==> config.mk <==
export PLATFORM = sky130hd
export DESIGN_NAME = mem_arbiter
export DESIGN_NICKNAME = d
export VERILOG_FILES = /design/src/rtl/mem_arbiter.sv
export SDC_FILE = /design/constraint.sdc
export NUM_CORES = 1
export LEC_CHECK = 0
export BUFFER_PORTS_ARGS = -buffer_cell sky130_fd_sc_hd__buf_2
export CAP_MARGIN = 25
export CORE_ASPECT_RATIO = 1.1
export CORE_UTILIZATION = 48
export CTS_CLUSTER_DIAMETER = 120
export DETAILED_ROUTE_END_ITERATION = 16
export GPL_ROUTABILITY_DRIVEN = 0
export HOLD_SLACK_MARGIN = 0.08
export PLACE_DENSITY = 0.82
export SLEW_MARGIN = 20
export SYNTH_ARGS = -nofsm -noshare
export SYNTH_HDL_FRONTEND = slang
export SYNTH_SLANG_ARGS = --single-unit
==> constraint.sdc <==
create_clock -name clk -period 3.55 [get_ports clk]
set_input_delay 0.5325 -clock clk [delete_from_list [all_inputs] [get_ports clk]]
set_output_delay 0.5325 -clock clk [all_outputs]
set_load 0.02 [all_outputs]
==> src/rtl/mem_arbiter.sv <==
// Two-requester (fetch / data) arbiter in front of a single-port memory with a
// fixed read latency. One transaction is in flight at a time. Ties between
// fetch and data are broken round-robin.
//
// Handshake: a requester raises req with its address (and, for data, we/wdata)
// and holds them until its ack. gnt pulses for one cycle when the request is
// taken; after that, the requester's address and data inputs are ignored
// until ack. ack pulses for one cycle, and for reads the rdata output is
// updated in that same cycle. A req that is still high in the cycle after ack
// counts as a new request.
module mem_arbiter #(
  parameter int AW  = 16,
  parameter int DW  = 16,
  parameter int LAT = 1   // memory read latency, 1..7
) (
  input  logic          clk,
  input  logic          reset,
  input  logic          f_req,
  input  logic [AW-1:0] f_addr,
  output logic          f_gnt,
  output logic          f_ack,
  output logic [DW-1:0] f_rdata,
  input  logic          d_req,
  input  logic          d_we,
  input  logic [AW-1:0] d_addr,
  input  logic [DW-1:0] d_wdata,
  output logic          d_gnt,
  output logic          d_ack,
  output logic [DW-1:0] d_rdata,
  output logic          mem_en,
  output logic          mem_we,
  output logic [AW-1:0] mem_addr,
  output logic [DW-1:0] mem_wdata,
  input  logic [DW-1:0] mem_rdata,
  output logic          busy,
  output logic [1:0]    dbg_state
);

  typedef enum logic [1:0] {
    S_IDLE   = 2'd0,
    S_ACCESS = 2'd1,
    S_WAIT   = 2'd2,
    S_DONE   = 2'd3
  } state_t;

  // Last WAIT count before moving to DONE (unused when LAT == 1).
  localparam logic [2:0] WAIT_LAST = 3'(LAT - 2);

  state_t        state_q, state_d;
  logic [2:0]    cnt_q, cnt_d;
  logic          last_d_q, last_d_d;   // 1: data was served most recently
  logic          owner_q, owner_d;     // 1: current transaction belongs to data
  logic          we_q, we_d;
  logic [AW-1:0] addr_q, addr_d;
  logic [DW-1:0] wdata_q, wdata_d;
  logic          f_gnt_q, f_gnt_d;
  logic          d_gnt_q, d_gnt_d;
  logic          f_ack_q, f_ack_d;
  logic          d_ack_q, d_ack_d;
  logic [DW-1:0] f_rdata_q, f_rdata_d;
  logic [DW-1:0] d_rdata_q, d_rdata_d;
  logic          pick_data;

  // Data wins when it is alone, or on a tie when fetch was served last.
  assign pick_data = d_req && (!f_req || !last_d_q);

  // Next-state and datapath decisions.
  always_comb begin
    state_d   = state_q;
    cnt_d     = cnt_q;
    last_d_d  = last_d_q;
    owner_d   = owner_q;
    we_d      = we_q;
    addr_d    = addr_q;
    wdata_d   = wdata_q;
    f_gnt_d   = 1'b0;
    d_gnt_d   = 1'b0;
    f_ack_d   = 1'b0;
    d_ack_d   = 1'b0;
    f_rdata_d = f_rdata_q;
    d_rdata_d = d_rdata_q;
    unique case (state_q)
      S_IDLE: begin
        if (f_req || d_req) begin
          state_d  = S_ACCESS;
          owner_d  = pick_data;
          last_d_d = pick_data;
          addr_d   = pick_data ? d_addr : f_addr;
          we_d     = pick_data && d_we;
          wdata_d  = pick_data ? d_wdata : '0;
          f_gnt_d  = !pick_data;
          d_gnt_d  = pick_data;
        end
      end
      S_ACCESS: begin
        cnt_d   = '0;
        state_d = (LAT == 1) ? S_DONE : S_WAIT;
      end
      S_WAIT: begin
        if (cnt_q == WAIT_LAST) begin
          state_d = S_DONE;
        end else begin
          cnt_d = cnt_q + 3'd1;
        end
      end
      S_DONE: begin
        // Read data is valid during DONE; it is captured with the ack.
        state_d = S_IDLE;
        cnt_d   = '0;
        if (owner_q) begin
          d_ack_d = 1'b1;
          if (!we_q) begin
            d_rdata_d = mem_rdata;
          end
        end else begin
          f_ack_d   = 1'b1;
          f_rdata_d = mem_rdata;
        end
      end
      default: state_d = S_IDLE;
    endcase
  end

  // State and datapath registers; reset discards any transaction in flight.
  always_ff @(posedge clk or negedge reset) begin
    if (!reset) begin
      state_q   <= S_IDLE;
      cnt_q     <= '0;
      last_d_q  <= 1'b1;
      owner_q   <= 1'b0;
      we_q      <= 1'b0;
      addr_q    <= '0;
      wdata_q   <= '0;
      f_gnt_q   <= 1'b0;
      d_gnt_q   <= 1'b0;
      f_ack_q   <= 1'b0;
      d_ack_q   <= 1'b0;
      f_rdata_q <= '0;
      d_rdata_q <= '0;
    end else begin
      state_q   <= state_d;
      cnt_q     <= cnt_d;
      last_d_q  <= last_d_d;
      owner_q   <= owner_d;
      we_q      <= we_d;
      addr_q    <= addr_d;
      wdata_q   <= wdata_d;
      f_gnt_q   <= f_gnt_d;
      d_gnt_q   <= d_gnt_d;
      f_ack_q   <= f_ack_d;
      d_ack_q   <= d_ack_d;
      f_rdata_q <= f_rdata_d;
      d_rdata_q <= d_rdata_d;
    end
  end

  assign mem_en    = (state_q == S_ACCESS);
  assign mem_we    = mem_en && we_q;
  assign mem_addr  = addr_q;
  assign mem_wdata = wdata_q;
  assign busy      = (state_q != S_IDLE);
  assign dbg_state = state_q;
  assign f_gnt     = f_gnt_q;
  assign d_gnt     = d_gnt_q;
  assign f_ack     = f_ack_q;
  assign d_ack     = d_ack_q;
  assign f_rdata   = f_rdata_q;
  assign d_rdata   = d_rdata_q;

endmodule

==> results.json, run 1 <==
{
  "status": "finished, final reports clean",
  "setup_viol": 0,
  "cts_sinks": 76,
  "max_freq_mhz": 459.7,
  "path_max_fanout": 16,
  "critPathTopFamily": "simple AND/OR/NAND/NOR gates",
  "yosys.area.top_type_share": 0.6095,
  "path_class": "flip-flop to flip-flop",
  "crit_cells": 4,
  "clk_latency_ns": 0.33,
  "drc_errors": 0,
  "grt_usage": 0.2133,
  "area.sequential_mm2": 0.001903,
  "vias_per_cell": 5.294,
  "overflow": 0,
  "ir_drop_v": 0.0004631,
  "htreeDepth": 3,
  "num_vias": 2303,
  "cp_data_arrival_time_ns": 2.38,
  "die_x_um": 78.37,
  "p_leak_nw": 2.206,
  "synthAdderAreaFrac": 0.03251,
  "skew_ns": 0.01161,
  "syn_area_mm2": 0.003079,
  "synth_area_leaders": "dfrtp_1 (61%), mux2_2 (9.1%), a221o_1 (5.2%)",
  "timing.rr.end": "d_rdata[4]$_DFFE_PN0P_",
  "synth-compound-area-share": 0.1178,
  "nets": 427,
  "dp.final_hpwl_um": 4908,
  "synthXorXnorAreaFrac": 0,
  "multi_input_area_mm2": 0.001099,
  "hold_violations": 0,
  "core_area_mm2": 0.006193,
  "ys_seq_elements": 76,
  "crit_start": "dbg_state[0]$_DFFE_PN0P_",
  "period_needed_ns": 2.175,
  "drt_first_pass_iters": 4,
  "netlist_instances": 208,
  "cp-start-kind": "flip-flop",
  "crit_buf_inv": 0,
  "wl_per_cell_um": 15.80,
  "avgSynthCellArea_um2": 14.80,
  "seq_area_frac_synth": 0.6180,
  "synth_top_family_by_area": "multiplexers",
  "r2r_start": "dbg_state[0]$_DFFE_PN0P_",
  "die_y_um": 86.01,
  "slowest_delay_ns": 0.69,
  "syn2layout_area_growth_pct": 32.26,
  "post_cts_buffers": 0,
  "endpoint_kind": "flip-flop",
  "antenna_cells": 0,
  "power_w": 0.004011,
  "drive_above_1_share": 0.5521,
  "cts_tree": "yes",
  "worstPathCellList": "ha_1 > and2_1 > nand2b_1 > mux2_2",
  "cts_root_buf": "clkbuf_8",
  "cts_buffers": 9,
  "first_global_vias": 2300,
  "pre_cts_slack_ns": 1.396,
  "grt_first_pass_wirelength_um": 10940,
  "antenna_found_initial": 0,
  "maxSlewViolCount": 0,
  "cp-endpoint": "d_rdata[4]$_DFFE_PN0P_",
  "ys_types": 28,
  "drtAntennaViolNets": 0,
  "fin_setup_tns_ns": 0,
  "num_rows": 30,
  "ios": 142,
  "min_period_over_period": 0.6128,
  "postCtsHoldBufs": 0,
  "rsz0062_at_grt": "no",
  "setup_ws_ns": 1.375,
  "synthMuxAreaShare": 0.1434,
  "max_slew_margin": 0.3427,
  "slowest_stage": "nand2b_1",
  "cts_resized": 0,
  "reg2reg_slack_ns": 1.37,
  "drt_iter0_drc": 63,
  "worst_slew_pin_slew_ns": 0.9859,
  "cap_violations": 0,
  "syn_nets": 285,
  "required_ns": 3.76,
  "clock_path_buffers": 2,
  "r2r_cells": 4,
  "hold_path_class": "input port to asynchronous set/reset pin",
  "die_area_mm2": 0.006740,
  "synthSimpleGateAreaFrac": 0.05933,
  "fillers": 465,
  "wl_um": 6874,
  "synth_largest_area_cell": "dfrtp_1",
  "start_util": 0.4972,
  "grt_max_degree": 77,
  "io_buffers": 141,
  "power.density_mw_per_mm2": 984.9,
  "ys_warn_count": 0,
  "clkSlewWorstSetupHoldPaths_ns": 0.08
}
[routing by layer]
layer  GRT usage  wire (µm)  vias up  share of wire
met2      0.3596       3407      117           0.50
met1      0.2640       2953     1115           0.43
met5           0          0        -              0
met4     0.09596         97        0          0.014
li1            -          -     1060              -
met3     0.04468        416       11          0.061
[final cells by class]
type | count | share of cell area
inverter | 5 | 0.004608
clock inverter | 6 | 0.02181
clock buffer | 10 | 0.03134
tap | 80 | 0.02458
multi-input combinational | 115 | 0.2697
sequential | 76 | 0.4673
timing repair buffer | 143 | 0.1806
[worst min path at each step]
stage	startpoint	end	slack [ns]	cells after the start
global route	reset	mem_wdata[12]$_DFFE_PN0P_	0.13	1
finish	reset	f_rdata[1]$_DFFE_PN0P_	0.12	1
floorplan	reset	cnt_q[0]$_DFFE_PN0P_	0.24	0
detailed placement	mem_wdata[12]$_DFFE_PN0P_	mem_wdata[12]$_DFFE_PN0P_	0.48	1
global placement	mem_wdata[14]$_DFFE_PN0P_	mem_wdata[14]$_DFFE_PN0P_	0.48	1
CTS	reset	f_rdata[1]$_DFFE_PN0P_	0.36	1
[sequential cells by signal, summed over array words and instances, names as in the netlist]
register	count
f_gnt	1
f_ack	1
d_rdata	16
f_rdata	16
dbg_state	2
mem_addr	16
last_d_q	1
mem_wdata	16
d_gnt	1
cnt_q	3
d_ack	1
owner_q	1
we_q	1
[report_power, final]
group	switching [W]	leakage [nW]	internal (W)
Sequential	0.000232	0.933	0.00127
Combinational	0.00101	1.17	0.000802
Clock	0.000302	0.102	0.000396
Total	0.00155	2.21	0.00246
[worst register-to-register path: cells and delay by family, from the launching register on]
kind                       cells  cell delay, ns
and+or+nand+nor                2            0.87
DFF                            1            0.45
muxes                          1            0.42
adders and majority gates      1            0.31
[cell usage in the layout, fill, tap and decap left out, drive strengths merged]
cell,netlist,layout
dfrtp,75,75
nor3,2,2
and2,4,4
a221o,16,16
mux2,35,35
a22o,17,17
a21o,2,2
buf,10,143
a21oi,3,3
inv,5,5
dfstp,1,1
bufinv,0,2
mux2i,1,1
nand3,1,1
nor4b,1,1
clkinv,0,2
nand2,1,1
and3,16,16
nor2,1,1
nand2b,3,3
ha,8,8
clkbuf,2,10
o21ai,2,2
clkinvlp,0,2
o32a,1,1
nor3b,1,1
[synth_stat cells]
library cell,number
dfrtp_1,75
mux2_2,25
a22o_1,17
a221o_1,16
and3_1,16
mux2_4,10
buf_2,8
ha_1,8
inv_1,5
and2_1,3
nand2b_1,3
a21o_1,2
a21oi_1,2
buf_6,2
clkbuf_1,2
nor3_1,2
a21oi_2,1
and2_0,1
dfstp_2,1
mux2i_1,1
nand2_1,1
nand3_1,1
nor2_1,1
nor3b_1,1
nor4b_1,1
o21ai_0,1
o21ai_1,1
o32a_1,1
[metrics by stage]
stage                     instance area, µm²  instances    util  hold slack, ns
after floorplan                         3079        208       -          0.2369
after global placement                  3836        418  0.6194          0.4778
after detailed placement                3836        418  0.6194          0.4768
after CTS                               4053        434  0.6543          0.3584
after global routing                    4073        435  0.6576          0.1301
final                                   4073        435  0.6576          0.1163
[logic make-up after synthesis]
logic type               count (synthesis)
flip-flops                              76
AO/OA/AOI/OAI                           41
multiplexers                            36
AND/OR/NAND/NOR                         30
buffers and inverters                   17
adder cells (fa/ha/maj)                  8
Note: power is estimated with default switching activity, not from simulation.
==> run 2: changes to the inputs <==
Settings changed: ABC_AREA from default to 1, CORE_UTILIZATION 48 to 47, PLACE_DENSITY 0.82 to 0.8.
Clock period 3.55 ns to 2.2 ns, I/O delays scaled along.
==> run 2 against run 1 <==
Synthesized area increased by 2.7%. Synthesized cell count increased by 64%. Wire length increased by 7.5%. Worst setup slack got worse by 1.0 ns. Count of clock-buffer cells in the layout unchanged. First-iteration DRC count increased by 110%. Power increased by 62%. Non-clock buffer count increased by 4. Global-route usage increased by 0.65 points. Flip-flop and latch count unchanged. Register-to-register slack got worse by 0.83 ns. Clock skew decreased by 0.0053 ns.
==> results.json, run 2 <==
{
  "status": "finished, final reports clean",
  "rsz0062_at_grt": "no",
  "cp-start-kind": "flip-flop",
  "cts_tree": "yes",
  "synth_largest_area_cell": "dfrtp_1",
  "grt_first_pass_wirelength_um": 11670,
  "maxSlewViolCount": 0,
  "p_leak_nw": 2.379,
  "hold_path_class": "input port to flip-flop",
  "worst_slew_pin_slew_ns": 0.6067,
  "fillers": 530,
  "wl_per_cell_um": 13.05,
  "syn_nets": 418,
  "required_ns": 1.87,
  "fin_setup_tns_ns": 0,
  "dp.cells": 550,
  "synth_edf_count": 0,
  "overflow": 0,
  "slowest_stage": "dfrtp_1",
  "dp.final_hpwl_um": 5229,
  "reg2reg_slack_ns": 0.54,
  "antenna_found_initial": 0,
  "power.density_mw_per_mm2": 1557,
  "timing.rr.end": "mem_addr[9]$_DFFE_PN0P_",
  "final_cell_area_mm2": 0.004183,
  "die_x_um": 80.20,
  "cts_root_buf": "clkbuf_8",
  "netlist_instances": 341,
  "antenna_cells": 0,
  "drc_errors": 0,
  "area.sequential_mm2": 0.001903,
  "final_common_cell": "buf_2",
  "placed_cell_area_mm2": 0.003935,
  "ys_top_cells_by_count": "nand2_1 (115), dfrtp_1 (75), nand3_1 (36)",
  "min_period_over_period": 0.8314,
  "first_global_vias": 2665,
  "grt_usage": 0.2198,
  "cp_data_arrival_time_ns": 1.50,
  "cts_resized": 0,
  "syn_area_mm2": 0.003162,
  "path_max_fanout": 7,
  "r2r_cells": 6,
  "drt_iter0_drc": 132,
  "instances_no_fill": 566,
  "avgSynthCellArea_um2": 9.272,
  "drtAntennaViolNets": 0,
  "drive_above_1_share": 0.3519,
  "multi_input_area_mm2": 0.001076,
  "num_rows": 30,
  "slowest_delay_ns": 0.47,
  "vias_per_cell": 4.928,
  "synthMostInstantiatedCell": "nand2_1",
  "hold_violations": 0,
  "ir_drop_v": 0.0008109,
  "core_area_mm2": 0.006344,
  "start_util": 0.4984,
  "wl_um": 7387,
  "period_needed_ns": 1.829,
  "io_buffers": 141,
  "num_vias": 2789,
  "r2r_start": "dbg_state[1]$_DFFE_PN0P_",
  "die_area_mm2": 0.007059,
  "skew_ns": 0.006362,
  "grt_max_degree": 40,
  "ys_types": 24,
  "hold_slack_ns": 0.1781,
  "syn2layout_area_growth_pct": 32.29,
  "synth_area_leaders": "dfrtp_1 (59%), nand2_1 (14%), nand3_1 (5.7%)",
  "drt_first_pass_iters": 4,
  "critPathTopFamily": "flip-flops",
  "whs_path_depth": 3,
  "worstPathCellList": "inv_1 > ha_1 > inv_2 > buf_2",
  "crit_buf_inv": 3,
  "ys_warn_count": 0,
  "whs_endpoint": "mem_wdata[5]$_DFFE_PN0P_",
  "ios": 142,
  "min-delay-start": "d_wdata[5]",
  "cts_buffers": 9,
  "cap_violations": 0,
  "endpoint_kind": "primary output",
  "setup_viol": 0,
  "ys_seq_elements": 76,
  "cts_sinks": 76,
  "die_y_um": 88.02,
  "seq_area_frac_synth": 0.6019,
  "clock_path_buffers": 2,
  "path_class": "flip-flop to primary output",
  "mostFrequentLayoutCells": "buf_2 (140), nand2_1 (115), dfrtp_1 (75), nand3_1 (36)",
  "async_reset_ff_frac": 1.000,
  "max_slew_margin": 0.5955,
  "synthFlopType": "dfrtp_1",
  "max_freq_mhz": 546.8,
  "clk_latency_ns": 0.34,
  "yosys.area.top_type_share": 0.5936,
  "nets": 559,
  "htreeDepth": 3,
  "clkSlewWorstSetupHoldPaths_ns": 0.08
}
-- run 2: cells by family (layout without fill, tap and decap cells) --
group / count (synthesis) / in the layout / share of synthesized area
fa+ha+maj: 8 / 8 / 0.03166
buf+inv: 43 / 188 / 0.05777
compound gates: 39 / 39 / 0.06371
simple gates: 175 / 175 / 0.2450
flops: 76 / 76 / 0.6019
-- run 2: worst register-to-register path, delay by kind of cell (launching register included) --
kind	cells	cell delay, ns
buffers and inverters	2	0.25
DFF	1	0.44
adders and majority gates	1	0.26
and+or+nand+nor	3	0.66
-- run 2: repair_timing --
| item | 4_1_cts | 5_1_grt |
|---|---|---|
| setup buffers | 0 | 0 |
| hold buffers | 1 | 0 |
| hold endpoints to repair | 37 | 0 |
-- run 2: stage by stage --
stage / total power (W) / worst slack [ns] / util
after detailed placement: 0.005295 / 0.5331 / 0.6203
final: 0.006511 / 0.3710 / 0.6594
after floorplan: 0.004284 / 0.5774 / -
after global placement: 0.005211 / 0.5759 / 0.6203
after CTS: 0.006569 / 0.3541 / 0.6594
after global routing: 0.006990 / 0.2677 / 0.6594
-- run 2: area by class of cell --
| type | count | area share |
|---|---|---|
| inverters | 26 | 0.02333 |
| flip-flops and latches | 76 | 0.4550 |
| well taps | 80 | 0.02393 |
| repair buffers | 147 | 0.1837 |
| multi-input cells | 222 | 0.2573 |
| clock buffers | 10 | 0.03290 |
| clock inverters | 5 | 0.02393 |
-- run 2: report_power, final --
| part | switching, W | internal, W | total [W] |
|---|---|---|---|
| Combinational | 0.00192 | 0.000955 | 0.00287 |
| Clock | 0.000477 | 0.000774 | 0.00125 |
| Sequential | 0.000343 | 0.00204 | 0.00239 |
| Total | 0.00274 | 0.00377 | 0.00651 |
-- run 2: how the worst max path moves through the flow --
| stage | start | to | slack, ns | cells past startpoint |
|---|---|---|---|---|
| floorplan | dbg_state[0]$_DFFE_PN0P_ | mem_addr[10]$_DFFE_PN0P_ | 0.58 | 8 |
| global placement | d_req | mem_addr[9]$_DFFE_PN0P_ | 0.58 | 5 |
| detailed placement | d_req | mem_addr[9]$_DFFE_PN0P_ | 0.53 | 5 |
| CTS | dbg_state[0]$_DFFE_PN0P_ | busy | 0.35 | 4 |
| global route | dbg_state[0]$_DFFE_PN0P_ | busy | 0.27 | 4 |
| finish | dbg_state[0]$_DFFE_PN0P_ | busy | 0.37 | 4 |
-- run 2: routing by layer --
layer / vias up / GRT usage / share of wire
li1: 1383 / - / -
met1: 1280 / 0.2596 / 0.44
met2: 116 / 0.3559 / 0.46
met3: 10 / 0.08750 / 0.087
met4: 0 / 0.09740 / 0.013
met5: - / 0 / 0
